--- config.mk ---
export PLATFORM = sky130hd
export DESIGN_NAME = level_select_ctrl
export DESIGN_NICKNAME = d
export VERILOG_FILES = /design/src/rtl/level_select_ctrl.sv
export SDC_FILE = /design/constraint.sdc
export NUM_CORES = 1
export LEC_CHECK = 0
export CAP_MARGIN = 15
export CORE_MARGIN = 1.5
export CORE_UTILIZATION = 43
export CTS_BUF_LIST = sky130_fd_sc_hd__clkbuf_8 sky130_fd_sc_hd__clkbuf_16
export CTS_CLUSTER_SIZE = 20
export DETAILED_ROUTE_END_ITERATION = 10
export PLACE_DENSITY = 0.59
export SYNTH_ARGS = -nofsm -noshare
export SYNTH_HDL_FRONTEND = slang
export SYNTH_SLANG_ARGS = --single-unit
--- constraint.sdc ---
create_clock -name clk -period 2.3 [get_ports clk]
set_input_delay 0.23 -clock clk [delete_from_list [all_inputs] [get_ports clk]]
set_output_delay 0.23 -clock clk [all_outputs]
set_load 0.01 [all_outputs]
--- src/rtl/level_select_ctrl.sv ---
// Debounced level-selection controller: syncs the switch bank, filters bounce,
// priority-encodes the winner and commits it while the game is idle. Option: LEVEL_LOCK_EN.
module level_select_ctrl #(
  parameter int unsigned N_SW       = 4,
  parameter int unsigned DEB_CYCLES = 16,
  parameter int unsigned LEVEL_W    = 3
) (
  input  logic               clk,
  input  logic               reset,
  input  logic [N_SW-1:0]    sw,
  input  logic               game_busy,
  output logic [LEVEL_W-1:0] level,
  output logic               level_update,
  output logic               pending
);

  localparam int unsigned CNT_W = $clog2(DEB_CYCLES);

  typedef enum logic [1:0] {
    IDLE      = 2'd0,
    DEBOUNCE  = 2'd1,
    WAIT_IDLE = 2'd2,
    COMMIT    = 2'd3
  } state_t;

  state_t            state;
  logic [N_SW-1:0]   sync1;
  logic [N_SW-1:0]   s;
  logic [N_SW-1:0]   stable;
  logic [N_SW-1:0]   cand;
  logic [CNT_W-1:0]  cnt;
  logic              term;

  // Highest set bit wins; level is its index plus one, zero when nothing is set.
  function automatic logic [LEVEL_W-1:0] enc(input logic [N_SW-1:0] v);
    logic [LEVEL_W-1:0] r;
    r = '0;
    for (int i = 0; i < int'(N_SW); i++) begin
      if (v[i]) r = LEVEL_W'(i + 1);
    end
    return r;
  endfunction

  assign term = (cnt == CNT_W'(DEB_CYCLES - 1));

  // Two-flop synchronizer for the asynchronous switch bank.
  always_ff @(posedge clk or posedge reset) begin
    if (reset) begin
      sync1 <= '0;
      s     <= '0;
    end else begin
      sync1 <= sw;
      s     <= sync1;
    end
  end

  // Control FSM; level_update/pending are flops that track COMMIT/WAIT_IDLE entry.
  always_ff @(posedge clk or posedge reset) begin
    if (reset) begin
      state        <= IDLE;
      stable       <= '0;
      cand         <= '0;
      cnt          <= '0;
      level        <= '0;
      level_update <= 1'b0;
      pending      <= 1'b0;
    end else begin
      level_update <= 1'b0;
      pending      <= 1'b0;
      case (state)
        IDLE: begin
          if (s != stable) begin
            cand  <= s;
            cnt   <= '0;
            state <= DEBOUNCE;
          end
        end
        DEBOUNCE: begin
          if (s != cand) begin
            cand <= s;
            cnt  <= '0;
          end else if (term) begin
            if (cand == stable) begin
              state <= IDLE;
            end else if (game_busy) begin
`ifdef LEVEL_LOCK_EN
              // Locked: swallow the change so the same position does not re-arm.
              stable <= cand;
              state  <= IDLE;
`else
              pending <= 1'b1;
              state   <= WAIT_IDLE;
`endif
            end else begin
              stable       <= cand;
              level        <= enc(cand);
              level_update <= 1'b1;
              state        <= COMMIT;
            end
          end else begin
            cnt <= cnt + 1'b1;
          end
        end
        WAIT_IDLE: begin
          if (s != cand) begin
            cand  <= s;
            cnt   <= '0;
            state <= DEBOUNCE;
          end else if (!game_busy) begin
            stable       <= cand;
            level        <= enc(cand);
            level_update <= 1'b1;
            state        <= COMMIT;
          end else begin
            pending <= 1'b1;
          end
        end
        COMMIT: begin
          state <= IDLE;
        end
        default: begin
          state <= IDLE;
        end
      endcase
    end
  end

endmodule

# == Yosys cells after proc, flatten, opt, wreduce, memory -nomap -nowiden ==
# Index checks and enable logic that the tools add are counted.
# op_classes
add_sub_neg,1
eq_ne,16
n_mux,44
n_reduce_logical,9
# op_table
cell,count
4-bit 2-to-1 mux,11
3-bit 2-to-1 mux,8
4-bit one-hot mux with 2 select lines,2
1-bit 2-to-1 mux,12
2-bit 2-to-1 mux,6
2-bit != test (second input constant),6
4-bit one-hot mux with 3 select lines,1
4-bit != test,2
2-bit one-hot mux with 4 select lines,1
4-bit AND reduction,2
3-bit != test (second input constant),2
3-bit one-hot mux with 2 select lines,1
5-bit AND reduction,1
4-bit by 1-bit adder with 4-bit output (second input constant),1
2-bit == test (second input constant),2
4-bit == test,1
4-bit == test (second input constant),1
1-bit one-hot mux with 2 select lines,2
2-bit nonzero test,2
3-bit AND reduction,1
3-bit nonzero test,1
2-bit by 1-bit == test with 1-bit output (second input constant),1
2-bit logical NOT,1
2-bit by 1-bit != test with 1-bit output (second input constant),1
2-bit OR reduction,1
# totals
ff_bits,27
input_bits,7
out_inout_bits,5
elab_cells,79

# == Depth between registers and ports, before layout ==
# logic_depth
depth_word,9
depth_mapped,7
depth_no_buf,6

# == Least setup slack after synthesis ==
# No wires, ideal clock.
# synth_timing
kind,register to register
startpoint,register state[0]
endpoint,register state[1]
setup_ns,0.125
arrival_time_ns,1.749
required_ns,2.175
path_slack_ns,0.426
path_stages_with_launch,7
n_path_buf,0
period_less_slack_ns,1.874
cell_sequence,dfrtp_1 inv_1 ha_1 o2111ai_1 nor4_1 a211o_1 mux2_4
# synth_between
elab_chain_len,3
elab_cells_between_ends,10
cone_classes,eq/ne: 7; mux: 1; reduce/logical: 2
# synth_lines
element,line,text
from (decl),26,state_t state;
from (signal assigned),60,state <= IDLE;
from (signal assigned),75,state <= DEBOUNCE;
from (signal assigned),84,state <= IDLE;
"2-bit == test, or another cell as far along",70,case (state)
3-bit != test (no source line) / 2-bit != test (equally long branches),--,
4-bit AND reduction (no source line),--,
# Several ways; a longest one is shown, not always the timed one.
# A chain may end at the register's enable or synchronous reset.

# == Final worst setup path ==
# Ends and elaborated chain as after synthesis.

==> flow_summary.toml <==
[worst_setup_path]
r2r_cells = 6
critical-path-top-delay-family = "simple AND/OR/NAND/NOR gates"
worst-path-buf-inv = 1
slowest_delay_ns = 0.47
cp.arrival_ns = 2.23
crit_cells = 6
cp_slowest_cell = "nor4_2"
worstSetupPathType = "register to register"
crit_chain = "inv_1 > ha_1 > o2111ai_1 > nor4_2 > a211o_1 > mux2_4"
endpoint_kind = "register"
start_kind = "register"
path_max_fanout = 5
cp.required_ns = 2.47

[timing]
hold_viol_final = 0
grt_setup_unrepaired = "false"
period_needed_ns = 2.06
setup_viol = 0
skew_ns = 0.00417
period_share_pct = 89.7
fin_ws_ns = 0.237
relSlewSlack_pct = 69.3
worstMarginPinSlew_ns = 0.459
fmax_mhz = 485
slew_viol_final = 0
finalSetupTns_ns = 0

[power]
powerDensity_nw_per_um2 = 669
leakage_nw = 0.735
ir_drop_uv = 533

[clock_tree]
clock_path_buffers = 2
clock_sinks = 26
cts_buffers = 3
h-tree-depth = 1
cts-root-buf = "clkbuf_8"
clock_latency_ns = 0.27
cts.reportedPaths.clkPinSlew_ns = 0.09
cts_tree = "yes"
hold_buffers = 0

[floorplanning]
dieArea_um2 = 3440
io_pins = 12
rows = 20
start_util_pct = 44.3
core_um2 = 3000
die_w_um = 58.6
dieHeight_um = 58.6

[yosys]
synth-simple-area-share_pct = 13.2
async_flop_share_pct = 100
synth_compound_area_share_pct = 13.3
ys_warn_count = 0
syn_avg_cell_area_um2 = 11.3
synthesis.area_um2 = 1330
synth_top_family_by_area = "compound AO/OA/AOI/OAI gates"
synth_flop_cell = "dfrtp_1"
syn-num-nets = 130
synth-xor-area-share_pct = 5.92
synthCells = 118
synth_edf_count = 0
synthMuxAreaShare_pct = 9.30
yosysUniqueCellTypes = 40
seq_area_frac_synth_pct = 48.9
synth_fa_ha_area_share_pct = 4.70
synth_seq_cells = 26

[finish]
area_growth_syn_to_layout_pct = 16.7
drive_above_1_share_pct = 10.5
final_common_cell = "dfrtp_1"
num_antenna_cells = 0
fillers = 263
mostFrequentLayoutCells = "dfrtp_1 (26), clkdlybuf4s50_1 (11), inv_1 (9), mux2_1 (7), o21ai_0 (7)"
finalNetCount = 146

[job]
maxCapViolCount = 0

[drt]
drtAntennaViolNets = 0
drc = 0
dr.pass1.iters = 5
wl_um = 2410
avgViaCountPerCell = 5.58
vias = 927
drtIter0Drc = 23
wl_per_cell_um = 14.5

[global_routing]
grt_pass1_wl_um = 3950
grt_start_max_net_pins = 27
antenna_found_initial = 0
grt_pass1_vias = 878
grt.total_usage_pct = 15.6
overflow = 0

[placed_design]
port_buffers = 11
hpwl_um = 1780
gp_congestion = 0.818
pre_cts_ws_ns = 0.206

[hold_path]
hold_class = "input port to async pin"

[status]
outcome = "complete, no violations"
[per-layer routing]
metal | GRT usage, % | wire [um]
met5 | 0 | 0
met4 | 5.19 | 31
met3 | 5.71 | 120
met2 | 25.5 | 1150
met1 | 19.1 | 1110
[Yosys cell counts, drive strengths merged (3+ instances only)]
cell	number	area share, %
dfrtp	26	49
inv	9	2.5
mux2	8	7.0
o21ai	8	3.3
nand2	6	1.7
a21oi	5	1.9
ha	5	4.7
nor2	5	1.4
xor2	5	3.3
xnor2	4	2.6
mux2i	3	2.3
nand2b	3	1.4
o41ai	3	2.0
[area by class of cell]
type	count	area (um^2)	area share [%]
Sequential cell	26	651	41.9
Clock buffer	3	41.3	2.66
Inverter	9	33.8	2.17
Timing Repair Buffer	14	133	8.53
Multi-Input combinational cell	80	624	40.2
Clock inverter	1	30.0	1.93
Tap cell	33	41.3	2.66
[kinds of logic after synthesis]
family | Yosys count
flops | 26
simple gates | 29
mux | 11
buf+inv | 12
fa+ha+maj | 5
xor+xnor | 9
compound gates | 26
[tightest hold or removal path, stage by stage]
cell and delay [ns]:
clkdlybuf4s50_1 0.39, inv_1 0.05, buf_4 0.30
[sequential cells by signal, summed over array words and instances (netlist names)]
register / count
cand: 4
cnt: 4
s: 4
stable: 4
sync1: 4
level: 2
state: 2
level_update: 1
pending: 1
[power breakdown]
part / internal (W) / switching (W) / leakage, nW / total [W]
combinational: 0.0000709 / 0.0000667 / 0.380 / 0.000138
sequential: 0.000491 / 0.0000348 / 0.320 / 0.000525
clock: 0.000233 / 0.000143 / 0.0357 / 0.000376
[path summary, 6_finish.rpt]
| path | startpoint | endpoint | slack, ns |
|---|---|---|---|
| min | reset | cnt[2] | 0.30 |
| min reg2reg | sync1[2] | s[2] | 0.35 |
| min in group clk | sync1[2] | s[2] | 0.35 |
| max reg2reg | state[0] | state[1] | 0.24 |
| max | state[0] | state[1] | 0.24 |
| max in group asynchronous | reset | cand[3] | 1.76 |
[through the flow]
step / instances / utilization [%] / hold slack (ns) / total power [W] / area [um^2]
floorplan: 118 / - / 0.261 / 0.000623 / 1330
global placement: 162 / 49.2 / 0.331 / 0.000670 / 1480
detailed placement: 162 / 49.2 / 0.335 / 0.000672 / 1480
CTS: 166 / 51.5 / 0.307 / 0.00105 / 1550
global route: 166 / 51.7 / 0.341 / 0.00109 / 1550
finish: 166 / 51.7 / 0.296 / 0.00104 / 1550
[what timing repair did]
action	4_1_cts	5_1_grt
gates resized for setup	0	1
buffers inserted	0	0
endpoints found under the setup margin	0	5
Note: power is estimated with default switching activity, not from simulation.
==> edit 1: new RTL, same flow settings <==
Set the parameter `DEB_CYCLES` to 8 (it was 16).
--- a/src/rtl/level_select_ctrl.sv
+++ b/src/rtl/level_select_ctrl.sv
@@ -2,7 +2,7 @@
 // priority-encodes the winner and commits it while the game is idle. Option: LEVEL_LOCK_EN.
 module level_select_ctrl #(
   parameter int unsigned N_SW       = 4,
-  parameter int unsigned DEB_CYCLES = 16,
+  parameter int unsigned DEB_CYCLES = 8,
   parameter int unsigned LEVEL_W    = 3
 ) (
   input  logic               clk,
Behaviour: same outputs for any inputs over 10 cycles, from zero or initial values and one cycle with reset high; that may be too few to reach the edited logic, so the function may still have changed.
==> edit 1 against the unedited design <==
Synthesized area fell by 8.0%. Core utilization increased by 0.56 points. Wire length fell by 23%. Worst setup slack better by 0.095 ns. Sequential cell count fell by 1. Final area fell by 8.0%. Count of clock-buffer cells in the layout did not move. Highest routed layer unchanged.
Power is not compared: it rests on default switching activity, and its combinational part moved more than twofold at a synthesized area within 25%.
==> edit 1: results (changes against the unedited design) <==
Post-Synthesis Cells=99 (-16%); Inst Count DP=141 (-13%); Synth area leaders=dfrtp_1 51%, mux2_2 10%, ha_1 6.1%; clock skew=0.00343 ns (-0.000741 ns); Cell Area, Placed=0.00138 mm2 (-6.7%); Pre-antenna DRT Iters=4 (-1); met1 wire length=935 um (-16%); run status=finished, final reports clean; most frequent cells after synthesis=25 x dfrtp_1, 11 x mux2_2, 7 x inv_1, 7 x xor2_1, 6 x ha_1; DR vias=752 (-19%); final WL=1.86 mm (-23%); R2R Setup Slk=0.33 ns (+0.09 ns); DR iter-0 viols=8 (-65%); CP Max Fanout=11 (+6); M3 GR Usage=3.00% (-2.7 points); Synth Net Count=112 (-14%); grt met2 use=23.0% (-2.5 points); met3 routed WL=48 um (-60%); HPWL after DPL=1.41 mm (-21%); met2 WL=852 um (-26%); vias in the first global route=811 (-7.6%); GPL Wtd Cong=0.746 (-8.7%); WHS=0.303 ns (+0.00727 ns); Critical-path top delay cell=dfrtp_1; filler cell count=241 (-8.4%); GR Util met1=17.8% (-1.3 points); pin count of the biggest net entering global routing=26 (-3.7%); CP arrival=2.12 ns (-0.11 ns)
-- edit 1: cell families after synthesis --
| logic type | count (synthesis) | synth area share, % |
|---|---|---|
| adder cells (fa/ha/maj) | 6 | 6.13 |
| flip-flops | 25 | 51.1 |
| buffers and inverters | 10 | 3.68 |
| XOR/XNOR | 12 | 8.58 |
| AO/OA/AOI/OAI | 12 | 8.38 |
| AND/OR/NAND/NOR | 20 | 9.19 |
| multiplexers | 14 | 13.0 |
-- edit 1: power by group through the flow --
stage	Sequential [uW]	Combinational, uW	Clock (uW)
2_1_floorplan	558	286	0
3_3_place_gp	560	383	0
3_5_place_dp	562	385	0
4_1_cts	553	387	271
5_1_grt	563	423	284
6_report	552	381	254
-- edit 1: worst max-delay path: cells and delay by family, from the launching register on --
kind | cells | cell delay (ns)
flip-flops | 1 | 0.44
AND/OR/NAND/NOR | 1 | 0.27
multiplexers | 1 | 0.37
buffers and inverters | 1 | 0.20
AO/OA/AOI/OAI | 2 | 0.39
XOR/XNOR | 1 | 0.18
-- edit 1: how the worst max path moves through the flow --
stage	cells after the start	to	startpoint	slack, ns
6_report	6	stable[0]	cand[0]	0.33
5_1_grt	6	cand[2]	state[0]	0.21
4_1_cts	6	cand[2]	state[0]	0.18
3_5_place_dp	6	cand[1]	state[0]	0.19
3_3_place_gp	6	cand[1]	state[0]	0.18
2_1_floorplan	6	level[0]	cand[0]	0.46
-- edit 1: area by class of cell --
cell class,instances,area (um2),share of cell area (%)
clock buffers,3,41.3,2.89
clock inverters,1,5.00,0.350
inverters,7,26.3,1.84
multi-input cells,64,561,39.2
flip-flops and latches,25,626,43.7
well taps,31,38.8,2.71
repair buffers,14,133,9.27
==> edit 2: new RTL, config.mk and constraints unchanged <==
Made on the original files. Register the output `level` once more, without a reset; this adds one clock of latency there. The other outputs are not delayed to match.
--- a/src/rtl/level_select_ctrl.sv
+++ b/src/rtl/level_select_ctrl.sv
@@ -22,6 +22,8 @@
     WAIT_IDLE = 2'd2,
     COMMIT    = 2'd3
   } state_t;
+
+  logic [LEVEL_W-1:0] level_s0;
 
   state_t            state;
   logic [N_SW-1:0]   sync1;
@@ -61,7 +63,7 @@
       stable       <= '0;
       cand         <= '0;
       cnt          <= '0;
-      level        <= '0;
+      level_s0     <= '0;
       level_update <= 1'b0;
       pending      <= 1'b0;
     end else begin
@@ -93,7 +95,7 @@
 `endif
             end else begin
               stable       <= cand;
-              level        <= enc(cand);
+              level_s0     <= enc(cand);
               level_update <= 1'b1;
               state        <= COMMIT;
             end
@@ -108,7 +110,7 @@
             state <= DEBOUNCE;
           end else if (!game_busy) begin
             stable       <= cand;
-            level        <= enc(cand);
+            level_s0     <= enc(cand);
             level_update <= 1'b1;
             state        <= COMMIT;
           end else begin
@@ -125,5 +127,9 @@
     end
   end
 
+  always_ff @(posedge clk) begin
+    level <= level_s0;
+  end
+
 endmodule
 
Function: same outputs for any inputs over 10 cycles, from zero or initial values and one cycle with reset high; that may be too few to reach the edited logic, so the function may still have changed.
==> edit 2 against the unedited design <==
Total power grew 2.2%. Sequential cell count rose by 3. Final area increased by 3.0%. Clock skew decreased by 0.0014 ns. Via count fell by 5.2%. Synthesized area grew 1.6%. Non-clock buffer count fell by 2. Core utilization increased by 1.1 points. Worst setup slack gained 0.019 ns. Wire length is 6.3% lower. Critical endpoint unchanged. Largest cell class unchanged. Largest power group unchanged.
==> edit 2: results (changes against the unedited design) <==
run status=finished, final reports clean; Synth Area in Compound Gates=8.33% (-5.0 points); FF-to-FF End=state[1]; Longest Clk Path Bufs=2 (unchanged); CTS clk-pin slew, worst paths=0.06 ns (-0.03 ns); Synth Area in XOR/XNOR=7.77% (+1.8 points); Post-Synth Adder-Cell Area=4.63% (-0.074 points); clock latency on the worst-skew pair=roughly 0.28 ns; HP Class=in2async; Peak supply drop=374 uV (-30%); Post-synth ARST share=89.7% (-10 points); FF-to-FF Start=cand[1]; H-tree levels=2 (+1); final WL=2.26 mm (-6.3%); share of cells above drive strength 1=11.5% (+0.92 points); R2R Setup Slk=0.26 ns (+0.02 ns); HPWL after DPL=1.59 mm (-11%); DR iter-0 viols=21 (-8.7%); GPL Wtd Cong=0.768 (-6.1%); Leak=0.000735 uW (about the same); pin count of the biggest net entering global routing=27 (unchanged); Initial Utilization=44.7% (+0.34 points); mux share of post-synthesis cell area=11.0% (+1.7 points); Slew Limit Headroom=62.0% (-7.3 points); CP arrival=2.21 ns (-0.02 ns); filler cell count=275 (+4.6%); TritonCTS Buffers=5 (+2); Synth area leaders=dfrtp_1 48%, mux2_1 9.2%, ha_1 4.6%; root buf cell=clkbuf_8; clock skew=0.00279 ns (-0.00138 ns); Via density=5.02 (-10%); die area=0.00349 mm2 (+1.5%); number of port buffers=11 (unchanged); CP Max Fanout=9 (+4); synth warn=0 (unchanged); CTS hold repair buffers=0 (unchanged); Pre-antenna DRT Iters=4 (-1); most frequent cells after synthesis=26 x dfrtp_1, 11 x mux2_1, 8 x nor2_1; sequential-to-total area share from yosys stat=52.5% (+3.7 points); diode count=0 (unchanged); global-route wire length before repair=3.93 mm (-0.68%); Most used DFF post-synth=dfrtp_1; vias in the first global route=848 (-3.4%); Netlist cell types=35 (-13%); Synth Net Count=124 (-4.6%); worst reg-to-reg path cell count=5 (-1); GRT Overall Usage=15.8% (+0.21 points); Final #Nets=142 (-2.7%)
edit 2: changes by cell type in the layout (fill, tap and decap cells not counted), moves of 3 or more:
cell,delta
o21ai_0,-7
mux2_1,+4
nor2_1,+3
dfxtp_1,+3
edit 2: worst max path at each step:
| stage | to | cells after the start | slack (ns) | from |
|---|---|---|---|---|
| floorplan | state[1] | 6 | 0.51 | cand[1] |
| global placement | state[1] | 5 | 0.25 | cand[1] |
| detailed placement | state[1] | 5 | 0.26 | cand[1] |
| CTS | state[1] | 5 | 0.25 | cand[1] |
| global route | state[1] | 5 | 0.11 | cand[2] |
| finish | state[1] | 5 | 0.26 | cand[1] |
edit 2: per-stage QoR:
step,worst slack (ns),hold WS [ns],area (um2),instances,utilization (%)
2_1_floorplan,0.510,0.261,1350,112,-
3_3_place_gp,0.245,0.334,1510,167,50.0
3_5_place_dp,0.264,0.339,1510,167,50.0
4_1_cts,0.250,0.315,1600,175,52.9
5_1_grt,0.114,0.356,1600,175,52.9
6_report,0.256,0.304,1600,175,52.9
edit 2: routing by layer:
| metal | routed length, um | GRT usage (%) | part of all wire [%] |
|---|---|---|---|
| met1 | 1100 | 20.9 | 49 |
| met5 | 0 | 0 | 0 |
| met2 | 1030 | 21.7 | 45 |
| met4 | 35 | 10.7 | 1.5 |
| met3 | 94 | 5.24 | 4.2 |
edit 2: cell families after synthesis:
kind of cell | count (synthesis)
AO/OA/AOI/OAI | 15
XOR/XNOR | 12
adder cells (fa/ha/maj) | 5
buffers and inverters | 8
flip-flops | 29
multiplexers | 13
AND/OR/NAND/NOR | 30
edit 2: power breakdown:
group / internal (uW) / leakage [uW] / switching [uW]
clock network: 208 / 0.0000439 / 190
registers: 529 / 0.000349 / 22.4
logic: 56.7 / 0.000342 / 56.5
total: 793 / 0.000735 / 269
edit 2: critical path, cell delays in order, from the launching register on:
cell	delay, ns
dfrtp_1	0.44
xnor2_1	0.22
and4_1	0.42
a21boi_1	0.15
or3_4	0.40
mux2_4	0.30
edit 2: cell type report:
type,instances,area share (%)
clock buffer,5,4.30
timing repair buffer,12,7.35
inverter,7,1.64
multi-input combinational,75,37.8
sequential,29,44.4
tap,44,3.44
clock inverter,3,1.09
